<file path="src/rtl/mem_port_arbiter_if.sv">
// ---------------------------------------------------------------------------
// mem_port_arbiter_if
// Bundles every bus signal around the memory port arbiter: the instruction
// fetch requester (if_*), the data access requester (dm_*), the shared memory
// handshake (mem_*) and the arbiter status flags (err, busy).
//
// Modports
//   slave  : the arbiter's view (requests and memory ack in, grants/data out)
//   master : the surrounding system's view (core requesters plus memory)
//
// Signals
//   if_req/if_addr               fetch request, held until if_done
//   if_rdata/if_done             fetch data and one-cycle completion pulse
//   dm_req/dm_we/dm_addr/
//   dm_wdata/dm_wstrb            data request, held until dm_done
//   dm_rdata/dm_done             data read value and one-cycle completion pulse
//   mem_req/mem_we/mem_addr/
//   mem_wdata/mem_wstrb          memory request, held until ack or timeout
//   mem_ack/mem_rdata            memory completion and read data
//   err                          timeout pulse, coincident with done
//   busy                         high while a memory access is outstanding
// ---------------------------------------------------------------------------
interface mem_port_arbiter_if #(
    parameter int AW = 32,
    parameter int DW = 32
);
    logic            if_req;
    logic [AW-1:0]   if_addr;
    logic [DW-1:0]   if_rdata;
    logic            if_done;

    logic            dm_req;
    logic            dm_we;
    logic [AW-1:0]   dm_addr;
    logic [DW-1:0]   dm_wdata;
    logic [DW/8-1:0] dm_wstrb;
    logic [DW-1:0]   dm_rdata;
    logic            dm_done;

    logic            mem_req;
    logic            mem_we;
    logic [AW-1:0]   mem_addr;
    logic [DW-1:0]   mem_wdata;
    logic [DW/8-1:0] mem_wstrb;
    logic            mem_ack;
    logic [DW-1:0]   mem_rdata;

    logic            err;
    logic            busy;

    modport slave (
        input  if_req, if_addr,
        output if_rdata, if_done,
        input  dm_req, dm_we, dm_addr, dm_wdata, dm_wstrb,
        output dm_rdata, dm_done,
        output mem_req, mem_we, mem_addr, mem_wdata, mem_wstrb,
        input  mem_ack, mem_rdata,
        output err, busy
    );

    modport master (
        output if_req, if_addr,
        input  if_rdata, if_done,
        output dm_req, dm_we, dm_addr, dm_wdata, dm_wstrb,
        input  dm_rdata, dm_done,
        input  mem_req, mem_we, mem_addr, mem_wdata, mem_wstrb,
        output mem_ack, mem_rdata,
        input  err, busy
    );
endinterface

</file>
<file path="src/rtl/mem_port_arbiter.sv">
// ---------------------------------------------------------------------------
// mem_port_arbiter
// Shares one single-port memory between the instruction fetch (IF) and data
// access (DM) requesters. Requesters hold req until their done pulse; the
// memory side is a variable-latency req/ack handshake. DM has priority, but
// after STARVE_LIMIT consecutive DM grants with if_req pending, IF is forced
// to win. An access that sees no mem_ack for MAX_WAIT busy cycles is ended
// with err and zero read data.
//
// Ports
//   clk    rising-edge clock
//   rst_n  asynchronous active-low reset; abandons any access in flight
//   bus    mem_port_arbiter_if.slave carrying if_*, dm_*, mem_*, err, busy
//
// Parameters
//   AW, DW        address / data width (strobe width DW/8)
//   MAX_WAIT      busy cycles without mem_ack before timeout (>= 1)
//   STARVE_LIMIT  consecutive DM grants over a pending IF before IF wins (>= 1)
// ---------------------------------------------------------------------------
module mem_port_arbiter #(
    parameter int AW           = 32,
    parameter int DW           = 32,
    parameter int MAX_WAIT     = 15,
    parameter int STARVE_LIMIT = 4
) (
    input  logic               clk,
    input  logic               rst_n,
    mem_port_arbiter_if.slave  bus
);

    localparam logic [0:0] ST_IDLE = 1'b0;
    localparam logic [0:0] ST_BUSY = 1'b1;

    // wait_cnt only needs to reach MAX_WAIT-1; starve_cnt saturates at the limit.
    localparam int WW = (MAX_WAIT > 1) ? $clog2(MAX_WAIT) : 1;
    localparam int SW = $clog2(STARVE_LIMIT + 1);

    localparam logic [WW-1:0] WAIT_LAST   = WW'(MAX_WAIT - 1);
    localparam logic [SW-1:0] STARVE_FULL = SW'(STARVE_LIMIT);

    logic [0:0]      state;
    logic [WW-1:0]   wait_cnt;
    logic [SW-1:0]   starve_cnt;
    logic            owner_dm;

    logic            mem_req_r;
    logic            mem_we_r;
    logic [AW-1:0]   mem_addr_r;
    logic [DW-1:0]   mem_wdata_r;
    logic [DW/8-1:0] mem_wstrb_r;

    logic [DW-1:0]   if_rdata_r;
    logic [DW-1:0]   dm_rdata_r;
    logic            if_done_r;
    logic            dm_done_r;
    logic            err_r;

    logic            if_elig;
    logic            dm_elig;
    logic            starve_hit;
    logic            grant_if;
    logic            grant_dm;
    logic            ack;
    logic            tout;

    // A requester showing done this cycle drops req on the coming edge, so it
    // must not be granted again from the req it is still presenting.
    assign if_elig    = bus.if_req & ~if_done_r;
    assign dm_elig    = bus.dm_req & ~dm_done_r;
    assign starve_hit = (starve_cnt == STARVE_FULL);

    assign grant_if = (state == ST_IDLE) & if_elig & (~dm_elig | starve_hit);
    assign grant_dm = (state == ST_IDLE) & dm_elig & ~grant_if;

    // An ack on the final wait cycle takes precedence over the timeout.
    assign ack  = (state == ST_BUSY) & bus.mem_ack;
    assign tout = (state == ST_BUSY) & ~bus.mem_ack & (wait_cnt == WAIT_LAST);

    always_ff @(posedge clk or negedge rst_n) begin
        if (!rst_n) begin
            state       <= ST_IDLE;
            wait_cnt    <= '0;
            starve_cnt  <= '0;
            owner_dm    <= 1'b0;
            mem_req_r   <= 1'b0;
            mem_we_r    <= 1'b0;
            mem_addr_r  <= '0;
            mem_wdata_r <= '0;
            mem_wstrb_r <= '0;
            if_rdata_r  <= '0;
            dm_rdata_r  <= '0;
            if_done_r   <= 1'b0;
            dm_done_r   <= 1'b0;
            err_r       <= 1'b0;
        end else begin
            if_done_r <= 1'b0;
            dm_done_r <= 1'b0;
            err_r     <= 1'b0;

            if (state == ST_IDLE) begin
                if (grant_if || grant_dm) begin
                    state       <= ST_BUSY;
                    wait_cnt    <= '0;
                    owner_dm    <= grant_dm;
                    mem_req_r   <= 1'b1;
                    mem_addr_r  <= grant_dm ? bus.dm_addr : bus.if_addr;
                    // Fetches are always reads with no byte lanes enabled.
                    mem_we_r    <= grant_dm & bus.dm_we;
                    mem_wdata_r <= grant_dm ? bus.dm_wdata : '0;
                    mem_wstrb_r <= grant_dm ? bus.dm_wstrb : '0;

                    if (grant_dm && bus.if_req) begin
                        if (!starve_hit) begin
                            starve_cnt <= starve_cnt + SW'(1);
                        end
                    end else begin
                        starve_cnt <= '0;
                    end
                end
            end else begin
                if (ack || tout) begin
                    state     <= ST_IDLE;
                    mem_req_r <= 1'b0;
                    err_r     <= tout;
                    if (owner_dm) begin
                        dm_done_r <= 1'b1;
                        // A completed write leaves the last read value in place.
                        if (tout) begin
                            dm_rdata_r <= '0;
                        end else if (!mem_we_r) begin
                            dm_rdata_r <= bus.mem_rdata;
                        end
                    end else begin
                        if_done_r  <= 1'b1;
                        if_rdata_r <= tout ? '0 : bus.mem_rdata;
                    end
                end else begin
                    wait_cnt <= wait_cnt + WW'(1);
                end
            end
        end
    end

    assign bus.mem_req   = mem_req_r;
    assign bus.mem_we    = mem_we_r;
    assign bus.mem_addr  = mem_addr_r;
    assign bus.mem_wdata = mem_wdata_r;
    assign bus.mem_wstrb = mem_wstrb_r;
    assign bus.if_rdata  = if_rdata_r;
    assign bus.dm_rdata  = dm_rdata_r;
    assign bus.if_done   = if_done_r;
    assign bus.dm_done   = dm_done_r;
    assign bus.err       = err_r;
    assign bus.busy      = (state == ST_BUSY);

endmodule

</file>
<file path="src/flat_wrapper.sv">
// flat-port wrapper written by rule: the top's interface ports become plain ports
module mem_port_arbiter_flat 
#(
    parameter int AW           = 32,
    parameter int DW           = 32,
    parameter int MAX_WAIT     = 15,
    parameter int STARVE_LIMIT = 4
)
  (clk, rst_n, bus_if_req, bus_if_addr, bus_if_rdata, bus_if_done, bus_dm_req, bus_dm_we, bus_dm_addr, bus_dm_wdata, bus_dm_wstrb, bus_dm_rdata, bus_dm_done, bus_mem_req, bus_mem_we, bus_mem_addr, bus_mem_wdata, bus_mem_wstrb, bus_mem_ack, bus_mem_rdata, bus_err, bus_busy);
  mem_port_arbiter_if #(.AW(AW), .DW(DW)) bus_i ();
  input  logic clk;
  input  logic rst_n;
  input wire logic [$bits(bus_i.if_req)-1:0] bus_if_req;
  input wire logic [$bits(bus_i.if_addr)-1:0] bus_if_addr;
  output wire logic [$bits(bus_i.if_rdata)-1:0] bus_if_rdata;
  output wire logic [$bits(bus_i.if_done)-1:0] bus_if_done;
  input wire logic [$bits(bus_i.dm_req)-1:0] bus_dm_req;
  input wire logic [$bits(bus_i.dm_we)-1:0] bus_dm_we;
  input wire logic [$bits(bus_i.dm_addr)-1:0] bus_dm_addr;
  input wire logic [$bits(bus_i.dm_wdata)-1:0] bus_dm_wdata;
  input wire logic [$bits(bus_i.dm_wstrb)-1:0] bus_dm_wstrb;
  output wire logic [$bits(bus_i.dm_rdata)-1:0] bus_dm_rdata;
  output wire logic [$bits(bus_i.dm_done)-1:0] bus_dm_done;
  output wire logic [$bits(bus_i.mem_req)-1:0] bus_mem_req;
  output wire logic [$bits(bus_i.mem_we)-1:0] bus_mem_we;
  output wire logic [$bits(bus_i.mem_addr)-1:0] bus_mem_addr;
  output wire logic [$bits(bus_i.mem_wdata)-1:0] bus_mem_wdata;
  output wire logic [$bits(bus_i.mem_wstrb)-1:0] bus_mem_wstrb;
  input wire logic [$bits(bus_i.mem_ack)-1:0] bus_mem_ack;
  input wire logic [$bits(bus_i.mem_rdata)-1:0] bus_mem_rdata;
  output wire logic [$bits(bus_i.err)-1:0] bus_err;
  output wire logic [$bits(bus_i.busy)-1:0] bus_busy;
  assign bus_i.if_req = bus_if_req;
  assign bus_i.if_addr = bus_if_addr;
  assign bus_if_rdata = bus_i.if_rdata;
  assign bus_if_done = bus_i.if_done;
  assign bus_i.dm_req = bus_dm_req;
  assign bus_i.dm_we = bus_dm_we;
  assign bus_i.dm_addr = bus_dm_addr;
  assign bus_i.dm_wdata = bus_dm_wdata;
  assign bus_i.dm_wstrb = bus_dm_wstrb;
  assign bus_dm_rdata = bus_i.dm_rdata;
  assign bus_dm_done = bus_i.dm_done;
  assign bus_mem_req = bus_i.mem_req;
  assign bus_mem_we = bus_i.mem_we;
  assign bus_mem_addr = bus_i.mem_addr;
  assign bus_mem_wdata = bus_i.mem_wdata;
  assign bus_mem_wstrb = bus_i.mem_wstrb;
  assign bus_i.mem_ack = bus_mem_ack;
  assign bus_i.mem_rdata = bus_mem_rdata;
  assign bus_err = bus_i.err;
  assign bus_busy = bus_i.busy;
  mem_port_arbiter #(.AW(AW), .DW(DW), .MAX_WAIT(MAX_WAIT), .STARVE_LIMIT(STARVE_LIMIT)) u_core (.clk(clk), .rst_n(rst_n), .bus(bus_i));
endmodule
</file>
<file path="config.mk">
export PLATFORM = sky130hd
export DESIGN_NAME = mem_port_arbiter_flat
export DESIGN_NICKNAME = d
export VERILOG_FILES = /design/src/rtl/mem_port_arbiter_if.sv /design/src/rtl/mem_port_arbiter.sv /design/src/flat_wrapper.sv
export SDC_FILE = /design/constraint.sdc
export NUM_CORES = 1
export LEC_CHECK = 0
export CAP_MARGIN = 20
export CORE_MARGIN = 2
export CORE_UTILIZATION = 37
export DETAILED_ROUTE_END_ITERATION = 8
export HOLD_SLACK_MARGIN = 0.02
export PLACE_DENSITY = 0.78
export SLEW_MARGIN = 10
export SYNTH_ARGS = -nofsm -noshare
export SYNTH_HDL_FRONTEND = slang
export SYNTH_SLANG_ARGS = --single-unit
</file>
<file path="constraint.sdc">
create_clock -name clk -period 1.8 [get_ports clk]
set_clock_uncertainty 0.2 [all_clocks]
set_input_delay 0.36 -clock clk [delete_from_list [all_inputs] [get_ports clk]]
set_output_delay 0.36 -clock clk [all_outputs]
set_load 0.05 [all_outputs]
</file>
# Yosys cells after proc, flatten, opt, wreduce, memory -nomap -nowiden
# Index checks and enable logic that the tools add are counted.
[word_totals]
output_inout_bits = 138
wordCells = 75
ff_bits = 146
inputBits = 138
[classes]
muxes = 25
addsub = 2
bitwise_logic = 18
reduce_logical = 10
eq_ne = 6
[op_table]
columns = ["op", "n"]
rows = [
  ["32-bit 2-to-1 mux", 5],
  ["4-bit 2-to-1 mux", 4],
  ["1-bit 2-to-1 mux", 14],
  ["1-bit AND", 10],
  ["2-bit inequality test, second input constant", 4],
  ["1-bit inverter", 7],
  ["3-bit 2-to-1 mux", 2],
  ["2-bit AND reduction", 3],
  ["3-bit AND reduction", 2],
  ["4-bit by 1-bit adder with 4-bit output, second input constant", 1],
  ["4-bit == test, second input constant", 1],
  ["4-bit AND reduction", 1],
  ["3-bit by 1-bit adder with 3-bit output, second input constant", 1],
  ["3-bit == test, second input constant", 1],
  ["1-bit logical OR", 2],
  ["2-bit nonzero test", 1],
  ["1-bit logical AND", 1],
  ["1-bit bitwise OR", 1],
]

# Depth between registers and ports, before layout
# Gate-level depths: netlist of run 1.
[logic_depth]
depth_word = 10
ltp_mapped = 8

# Worst setup path after synthesis of run 1
# OpenSTA, ideal clock, no wires.
[synth_path]
path_kind = "register to register"
start = "reg u_core.state, in the netlist u_core.bus.busy"
end = "reg u_core.dm_rdata_r[10], in the netlist u_core.bus.dm_rdata[10]"
path_slack_ps = -172
arrival_time_ps = 1639
path_stages_with_launch = 8
t_required_ps = 1467
path_cell_list = "dfrtp_1 -> buf_4 -> nand2_1 -> or3_1 -> clkbuf_1 -> buf_2 -> nand2_1 -> o21ai_0"
[synth_via]
elab_chain_len = 4
word_cells_on_any_way = 7
[synth_rtl]
columns = ["item", "line", "source"]
rows = [
  ["start, declared", "mem_port_arbiter.sv:41", "logic [0:0] state;"],
  ["start signal, assigned", "mem_port_arbiter.sv:81", "state <= ST_IDLE;"],
  ["start signal, assigned", "mem_port_arbiter.sv:102", "state <= ST_BUSY;"],
  ["start signal, assigned", "mem_port_arbiter.sv:122", "state <= ST_IDLE;"],
  ["1-bit AND (2 in series)", "mem_port_arbiter.sv:77", "assign tout = (state == ST_BUSY) & ~bus.mem_ack & (wait_cnt == WAIT_LAST);"],
  ["2-bit inequality test (no line) or 1-bit logical OR (tied branches)", "n/a", ""],
  ["4-bit AND reduction (no line)", "n/a", ""],
  ["end signal, assigned", "mem_port_arbiter.sv:131", "dm_rdata_r <= bus.mem_rdata;"],
  ["end, declared", "mem_port_arbiter.sv:53", "logic [DW-1:0] dm_rdata_r;"],
]
# Parallel ways exist; a longest one is shown, timed or not.
# A chain may end at the register's enable or synchronous reset.

# Final worst setup path of run 1
[layout_path]
start = "reg u_core.wait_cnt[1]"
end = "reg u_core.if_rdata_r[29], in the netlist u_core.bus.if_rdata[29]"
[layout_via]
elab_chain_len = 4
word_cells_on_any_way = 5
[layout_rtl]
columns = ["item", "line", "source"]
rows = [
  ["start, declared", "mem_port_arbiter.sv:42", "logic [WW-1:0] wait_cnt;"],
  ["start signal, assigned", "mem_port_arbiter.sv:138", "wait_cnt <= wait_cnt + WW'(1);"],
  ["4-bit == test (*)", "mem_port_arbiter.sv:77", ""],
  ["1-bit AND (*)", "mem_port_arbiter.sv:77", ""],
  ["1-bit logical OR", "mem_port_arbiter.sv:121", "if (ack || tout) begin"],
  ["3-bit AND reduction (no line)", "n/a", ""],
  ["end signal, assigned", "mem_port_arbiter.sv:135", "if_rdata_r <= tout ? '0 : bus.mem_rdata;"],
  ["end, declared", "mem_port_arbiter.sv:52", "logic [DW-1:0] if_rdata_r;"],
]
# Mark *: on every way between the ends. The rest lies on a longest branch, timed or not.

==> impl_metrics.ini, run 1 <==
[critical_path]
crit_buf_inv = 1
r2r_cells = 6
worst_ep_required_time_ns = 1.90
reg2reg_to = u_core.bus.if_rdata[29]
worstSetupStartpoint = u_core.wait_cnt[1]
cp_top_family = flip-flops
worstSetupPathType = reg2reg
crit_cells = 6
cpPeakStageDelay_ns = 0.44
worstPathArrival_ns = 1.86
reg2reg_slack_ns = 0.04
cp-endpoint = u_core.bus.if_rdata[29]
r2r-start = u_core.wait_cnt[1]
path_max_fanout = 6
worst_setup_path_end_kind = flop
crit_chain = ha_4 > and3_4 > o21ai_2 > nand2b_4 > clkbuf_16 > a22o_1
slowest_stage = dfrtp_1
cp-start-kind = flop

[global_routing]
grt_usage_pct = 24.7
grt_antenna_before_repair = 0
grt_start_max_net_pins = 55
grt_pass1_wl_um = 31300
grt_remaining_overflow = 0
first_global_vias = 5718

[clock_tree]
clockBufferDepth = 2
cts_root_buffer = clkbuf_16
cts_tree = done
h-tree-depth = 4
cts_made_buffers = 17
clkTransAtPathRegs_ns = 0.06
clk_latency_ns = 0.42
cts_sinks = 146

[sta]
setup_viol = 0
max_freq_ghz = 0.568
report.final.slew_viol_count = 0
rsz0062_at_grt = yes
fin_crit_sh_pct = 97.8
period_needed_ns = 1.76
hold_viol_final = 0
tightest_slew_ns = 0.440
fin_ws_ns = 0.0396
relSlewSlack_pct = 70.7
fin_hold_ws_ns = 0.254

[yosys]
ys_seq_area_share_pct = 63.0
synth.top_cell.area_share_pct = 63.0
synthFlopType = dfrtp_1
yosysMostFrequentCell = dfrtp_1
syn_nets = 682
synth_cell_types = 29
synth.area.top_cells = dfrtp_1 63%, a22o_1 11%, nand2_1 6.7%, a21oi_1 5.8%, o21ai_0 2.6%
synth_top_cell_by_area = dfrtp_1
ys_seq_elements = 146
syn_area_um2 = 5800
ys_warn_count = 0
async_reset_ff_share_pct = 100
synth_area_per_cell_um2 = 10.7
ys_top_cells_by_count = 146 x dfrtp_1, 103 x nand2_1, 71 x a22o_1
synth_edf_count = 0
syn_inst = 540

[power]
p_switching_mw = 11.4
sequentialPowerShare_pct = 25.0
power_frac_clock_pct = 15.0
max-vdd-ir-drop_mv = 1.38
p_per_area_nw_per_um2 = 2290
p_int_mw = 14.7
p_leak_nw = 5.09
power_mw = 26.1
p_sw_share_pct = 43.5
combPwrFrac_pct = 59.9

[floorplanning]
rows = 45
num_io_pins = 276
core_um2 = 15300
dieWidth_um = 129
die_h_um = 129
dieArea_um2 = 16700
initial_core_util_pct = 38.0

[placement]
hpwl_um = 14400
postPlaceCellArea_um2 = 10400
io_buffers = 275
pre_cts_ws_ns = -0.333
routabilityCongestion = 0.777

[drt]
vias = 5492
wl_per_cell_um = 19.8
route.detailed.drc = 0
viasPerCell = 5.13
drt_iter0_drc = 267
final_antenna_net_count = 0
routed_wl_um = 21200
first_pass_iters = 4

[layout]
fillCellCount = 915
layout.nets = 989
finalInstanceArea_um2 = 11400
syn_to_final_growth_pct = 96.8
final_core_util_pct = 74.8
n_antenna_cell = 0
drive_gt1_share_pct = 29.0

[outcome]
status = complete, no violations

[flow_run]
max_cap_viol_count = 0

[worst_hold_path]
hp-class = in2async
logic make-up (layout without fill, tap and decap cells):
logic type | after synthesis | in the layout | share of synthesized area (%)
AO/OA/AOI/OAI | 184 | 184 | 20.8
adder cells (fa/ha/maj) | 4 | 4 | 0.863
flip-flops | 146 | 146 | 63.0
buffers and inverters | 48 | 368 | 4.19
AND/OR/NAND/NOR | 158 | 158 | 11.1
stage by stage:
stage / TNS, ns / instances
final: 0 / 1071
after floorplan: 0 / 540
after global placement: -25.29 / 1028
after CTS: -0.00213 / 1063
after detailed placement: -30.49 / 1028
after global routing: -0.0285 / 1071
worst register-to-register path: cells and delay by family, from the launching register on:
| kind | cells | cell delay, ns |
|---|---|---|
| simple gates | 2 | 0.37 |
| compound gates | 2 | 0.28 |
| buf+inv | 1 | 0.19 |
| flops | 1 | 0.44 |
| fa+ha+maj | 1 | 0.16 |
flip-flops by register name (all words and copies together), names as in the netlist:
| signal | cells |
|---|---|
| u_core.bus.mem_addr | 32 |
| u_core.owner_dm | 1 |
| u_core.bus.mem_wstrb | 4 |
| u_core.bus.if_done | 1 |
| u_core.bus.dm_rdata | 32 |
| u_core.bus.dm_done | 1 |
| u_core.bus.mem_wdata | 32 |
| u_core.bus.mem_req | 1 |
| u_core.bus.if_rdata | 32 |
| u_core.bus.mem_we | 1 |
| u_core.wait_cnt | 4 |
| u_core.starve_cnt | 3 |
| u_core.bus.busy | 1 |
| u_core.bus.err | 1 |
cell type report:
type	instances	area (um^2)	area share, %
Clock buffer	17	425	3.73
Clock inverter	15	230	2.02
Inverter	8	30.0	0.263
Multi-Input combinational cell	346	2030	17.8
Sequential cell	146	3660	32.1
Tap cell	211	264	2.31
Timing Repair Buffer	328	4770	41.8
worst min-delay path by stage:
stage / startpoint / endpoint / slack, ns / cells after the start
2_1_floorplan: rst_n / u_core.bus.busy / -0.14 / 0
3_3_place_gp: rst_n / u_core.bus.dm_rdata[0] / 0.12 / 1
3_5_place_dp: rst_n / u_core.bus.dm_rdata[30] / 0.11 / 1
4_1_cts: rst_n / u_core.bus.if_rdata[2] / 0.23 / 2
5_1_grt: bus_if_addr[21] / u_core.bus.mem_addr[21] / 0.27 / 3
6_report: rst_n / u_core.bus.dm_rdata[30] / 0.25 / 2
power by group through the flow:
stage	sequential, mW	clock, mW	combinational (mW)
after floorplan	10.7	0	2.64
after global placement	6.48	0	15.1
after detailed placement	6.53	0	15.3
after CTS	6.52	4.00	15.5
after global routing	6.70	4.14	16.3
final	6.54	3.92	15.6
per-layer routing:
layer / global-route usage [%] / share of wire [%] / vias to the layer above
met3: 10.7 / 11 / 41
met5: 0 / 0 / -
met2: 41.7 / 51 / 258
met1: 27.6 / 36 / 2695
met4: 9.78 / 2.7 / 0
li1: - / - / 2498
what timing repair did:
action / in CTS / in global routing
buffers inserted: 1 / 2
cloned: 1 / 6
setup endpoints to repair: 29 / 93
hold buffers: 1 / 0
pin swaps: 4 / 21
endpoints found under the hold margin: 130 / 0
gates resized for setup: 6 / 21
cells in the final DEF (no fill, tap or decap), types with 21 or more instances in the layout:
| cell | Yosys | layout |
|---|---|---|
| a21oi_1 | 67 | 63 |
| nand2_1 | 103 | 102 |
| nor2_1 | 36 | 35 |
| clkdlybuf4s50_1 | 0 | 136 |
| dfrtp_1 | 146 | 143 |
| o21ai_0 | 30 | 26 |
| clkbuf_16 | 0 | 21 |
| a22o_1 | 71 | 71 |
| buf_4 | 5 | 33 |
| buf_12 | 0 | 148 |
Power figures use the tool's default switching activity.
==> run 2: changes to the inputs <==
--- a/constraint.sdc
+++ b/constraint.sdc
@@ -4,2 +4,2 @@
 set_output_delay 0.36 -clock clk [all_outputs]
-set_load 0.05 [all_outputs]
+set_load 0.1 [all_outputs]
==> impl_metrics.ini, run 2 (synthesis gave the netlist of run 1 again) <==
[placement]
routabilityCongestion = 0.786
dp.cells = 1022
io_buffers = 275
postPlaceCellArea_um2 = 10500
hpwl_um = 14600

[sta]
report.final.slew_viol_count = 0
tightest_slew_ns = 0.369
setup_viol = 0
hold_viol_final = 0
period_needed_ns = 1.79
max_freq_ghz = 0.560
relSlewSlack_pct = 75.4
fin_crit_sh_pct = 99.3

[global_routing]
grt_remaining_overflow = 0
grt_usage_pct = 24.0
grt_pass1_wl_um = 30500
first_global_vias = 5773
grt_antenna_before_repair = 1
grt_start_max_net_pins = 53

[critical_path]
cpPeakStageDelay_ns = 0.40
cp-start-kind = flop
slowest_stage = dfrtp_1
worstPathArrival_ns = 1.93
path_max_fanout = 8
worst_ep_required_time_ns = 1.94
worst_setup_path_end_kind = flop
crit_chain = inv_2 > ha_4 > nand2_2 > buf_6 > o21ai_4 > buf_12 > clkbuf_16 > nand2_1 > a21oi_1
crit_buf_inv = 4
cp_top_family = buffers and inverters
worstSetupPathType = reg2reg

[drt]
drt_iter0_drc = 314
route.detailed.drc = 0
wl_per_cell_um = 19.7
first_pass_iters = 4
viasPerCell = 5.17
final_antenna_net_count = 0
vias = 5519
routed_wl_um = 21100

[floorplanning]
num_io_pins = 276
die_h_um = 129
initial_core_util_pct = 38.0
dieArea_um2 = 16700
rows = 45
core_um2 = 15300
dieWidth_um = 129

[clock_tree]
cts_tree = done
cts_sinks = 146
cts_made_buffers = 17
cts_root_buffer = clkbuf_16
clockBufferDepth = 2
clk_latency_ns = 0.42
h-tree-depth = 4
clkTransAtPathRegs_ns = 0.06

[worst_hold_path]
hp-class = in2async

[layout]
finalInstanceArea_um2 = 11400
fillCellCount = 917
multiInputGateArea_um2 = 2030
syn_to_final_growth_pct = 96.9
layout_common_cells = 152 x buf_12, 142 x dfrtp_1, 136 x clkdlybuf4s50_1
final_cells = 1067
regArea_um2 = 3670
layout.nets = 986
drive_gt1_share_pct = 29.1
final_core_util_pct = 74.8
final_common_cell = buf_12

[flow_run]
max_cap_viol_count = 0

[outcome]
status = complete, no violations
[run 2: cell count changes in the layout (fill, tap and decap cells not counted), moves of 2 or more]
cell        change
inv_6           -2
dfrtp_2         -2
buf_4           -8
clkinv_4        -2
o21ai_0         +4
o21ai_1         -4
a21oi_2         +5
clkinvlp_4      -2
clkbuf_8        +4
a21oi_1         -6
dfrtp_4         +3
buf_12          +4
[run 2: metal layers]
layer  track usage, %  wire length [um]  part of all wire (%)
met2             41.0             11000                    52
met3             9.37              1890                   8.9
met1             26.5              7380                    35
met4             10.9               842                   4.0
met5                0                 0                     0
[run 2: cell type report]
cell class	instances	area share, %
tap	211	2.31
timing repair buffer	325	41.9
inverter	8	0.263
sequential	146	32.1
antenna	1	0.0219
clock inverter	8	1.32
clock buffer	22	4.24
multi-input combinational	346	17.8
[run 2: what timing repair did]
action                     CTS  global route
hold buffers                 1             0
resized for setup            3            22
gates cloned                 0             7
setup endpoints to repair   17           122
hold endpoints to repair   146             0
pin swaps                    0            21
buffers inserted             0             6
[run 2: final timing paths]
| path | from | end | slack (ns) | cells after the start |
|---|---|---|---|---|
| min in group clk | bus_if_addr[14] | u_core.bus.mem_addr[14] | 0.28 | 3 |
| setup / recovery | u_core.starve_cnt[1] | u_core.bus.mem_addr[0] | 0.01 | 9 |
| hold reg to reg | u_core.bus.mem_req | u_core.bus.mem_req | 0.36 | 2 |
| setup reg to reg | u_core.starve_cnt[1] | u_core.bus.mem_addr[0] | 0.01 | 9 |
| max in group asynchronous | rst_n | u_core.bus.mem_wstrb[0] | 0.63 | 3 |
| hold / removal | rst_n | u_core.bus.if_rdata[20] | 0.24 | 2 |
[run 2: stage by stage]
| step | hold WS (ns) | TNS [ns] | setup WS, ns |
|---|---|---|---|
| 4_1_cts | 0.216 | 0 | 0.00949 |
| 2_1_floorplan | -0.136 | -7.26 | -0.0885 |
| 6_report | 0.237 | 0 | 0.0130 |
| 3_5_place_dp | 0.0927 | -29.06 | -0.311 |
| 3_3_place_gp | 0.0915 | -25.15 | -0.243 |
| 5_1_grt | 0.243 | -0.0783 | -0.0386 |
Power of run 2 is left out: the tool's default activity adds up to more than one toggle a clock period on the data nets, which glitch-free logic cannot reach.
==> run 3: changes to the inputs <==
- PLACE_DENSITY: 0.78 -> default
- PLACE_DENSITY_LB_ADDON: default -> 0.15
==> impl_metrics.ini, run 3 (synthesis gave the netlist of run 1 again) <==
[floorplanning]
num_io_pins = 276
die_h_um = 129
initial_core_util_pct = 38.0
core_um2 = 15300
dieArea_um2 = 16700
dieWidth_um = 129
rows = 45

[critical_path]
cp-endpoint = u_core.bus.mem_wdata[10]
crit_buf_inv = 1
r2r_cells = 4
worst_ep_required_time_ns = 1.92
worstPathArrival_ns = 1.93
cpPeakStageDelay_ns = 0.51
cp-start-kind = flop
reg2reg_slack_ns = -0.01
crit_chain = nand2b_2 > a21o_2 > clkbuf_16 > a22o_1
slowest_stage = dfrtp_4
worst_setup_path_end_kind = flop
worstSetupStartpoint = u_core.bus.dm_done
crit_cells = 4
reg2reg_to = u_core.bus.mem_wdata[10]
r2r-start = u_core.bus.dm_done
path_max_fanout = 24
worstSetupPathType = reg2reg
cp_top_family = compound AO/OA/AOI/OAI gates

[clock_tree]
clockBufferDepth = 2
cts_tree = done
clkTransAtPathRegs_ns = 0.06
cts_made_buffers = 17
clk_latency_ns = 0.42
cts_root_buffer = clkbuf_16
h-tree-depth = 4
cts_sinks = 146

[layout]
syn_to_final_growth_pct = 93.4
final_common_cell = buf_12
n_antenna_cell = 0
layout.nets = 971
layout_common_cells = 150 x buf_12, 142 x dfrtp_1, 136 x clkdlybuf4s50_1
drive_gt1_share_pct = 28.2
fillCellCount = 997

[drt]
vias = 5407
wl_met2_um = 10300
met1Wirelength_um = 7560
final_antenna_net_count = 0
wl_per_cell_um = 18.7
first_pass_iters = 4
viasPerCell = 5.14
met3WireLength_um = 1610
route.detailed.drc = 0
drt_iter0_drc = 330
routed_wl_um = 19700
top_layer_used = met4

[placement]
routabilityCongestion = 0.781
pre_cts_ws_ns = -0.280
hpwl_um = 13500
io_buffers = 275

[global_routing]
first_global_vias = 5630
grt_antenna_before_repair = 0
grt_start_max_net_pins = 49
grt_remaining_overflow = 0
grt_usage_pct = 23.3
grt_pass1_wl_um = 30000

[flow_run]
max_cap_viol_count = 0

[sta]
max_freq_ghz = 0.552
rsz0062_at_grt = yes
period_needed_ns = 1.81
hold_viol_final = 0
report.final.slew_viol_count = 0
tightest_slew_ns = 0.326
relSlewSlack_pct = 78.3
fin_crit_sh_pct = 101
setup_viol = 5
fin_ws_ns = -0.0116

[outcome]
violations = negative setup slack
status = complete, but fails checks

[worst_hold_path]
hp-class = in2async
-- run 3: area by class of cell --
type / count / area, um^2 / share of cell area (%)
tap: 211 / 264 / 2.35
inverter: 8 / 30.0 / 0.268
sequential: 146 / 3670 / 32.7
timing repair buffer: 310 / 4610 / 41.1
multi-input combinational: 346 / 2030 / 18.1
clock buffer: 19 / 453 / 4.04
clock inverter: 12 / 158 / 1.41
-- run 3: worst reg2reg max path, delay by kind of cell (launching register included) --
kind | cells | cell delay, ns
AND/OR/NAND/NOR | 1 | 0.23
AO/OA/AOI/OAI | 2 | 0.52
flip-flops | 1 | 0.51
buffers and inverters | 1 | 0.23
-- run 3: timing repair --
| action | 4_1_cts | 5_1_grt |
|---|---|---|
| hold buffers | 1 | 0 |
| cloned | 0 | 4 |
| hold endpoints to repair | 129 | 0 |
| setup buffers | 0 | 2 |
| gates resized for setup | 2 | 23 |
| pin swaps | 0 | 2 |
| setup endpoints to repair | 14 | 126 |
-- run 3: how the worst min path moves through the flow --
stage                     depth (start not counted)  slack (ns)   from                     end
after floorplan                                   0       -0.14  rst_n  u_core.bus.dm_rdata[0]
after global placement                            1        0.06  rst_n  u_core.bus.if_rdata[6]
after detailed placement                          1        0.06  rst_n  u_core.bus.if_rdata[6]
after CTS                                         2        0.18  rst_n  u_core.bus.if_rdata[6]
after global routing                              2        0.20  rst_n  u_core.bus.if_rdata[6]
final                                             2        0.17  rst_n  u_core.bus.if_rdata[6]
-- run 3: metal layers --
layer,global-route usage (%),up-vias
met5,0,-
met1,27.0,2686
li1,-,2464
met2,40.5,232
met3,8.13,25
met4,7.80,0
-- run 3: per-stage QoR --
step	TNS (ns)	hold WS (ns)	instance area, um^2	std cells	utilization (%)
detailed placement	-27.26	0.0595	10400	1014	68.0
global placement	-23.08	0.0601	10400	1014	68.0
CTS	0	0.175	11000	1046	72.2
floorplan	-7.26	-0.136	5850	540	-
finish	-0.0216	0.174	11200	1052	73.5
global route	-1.38	0.200	11200	1052	73.5
Power of run 3 is left out for the same reason.
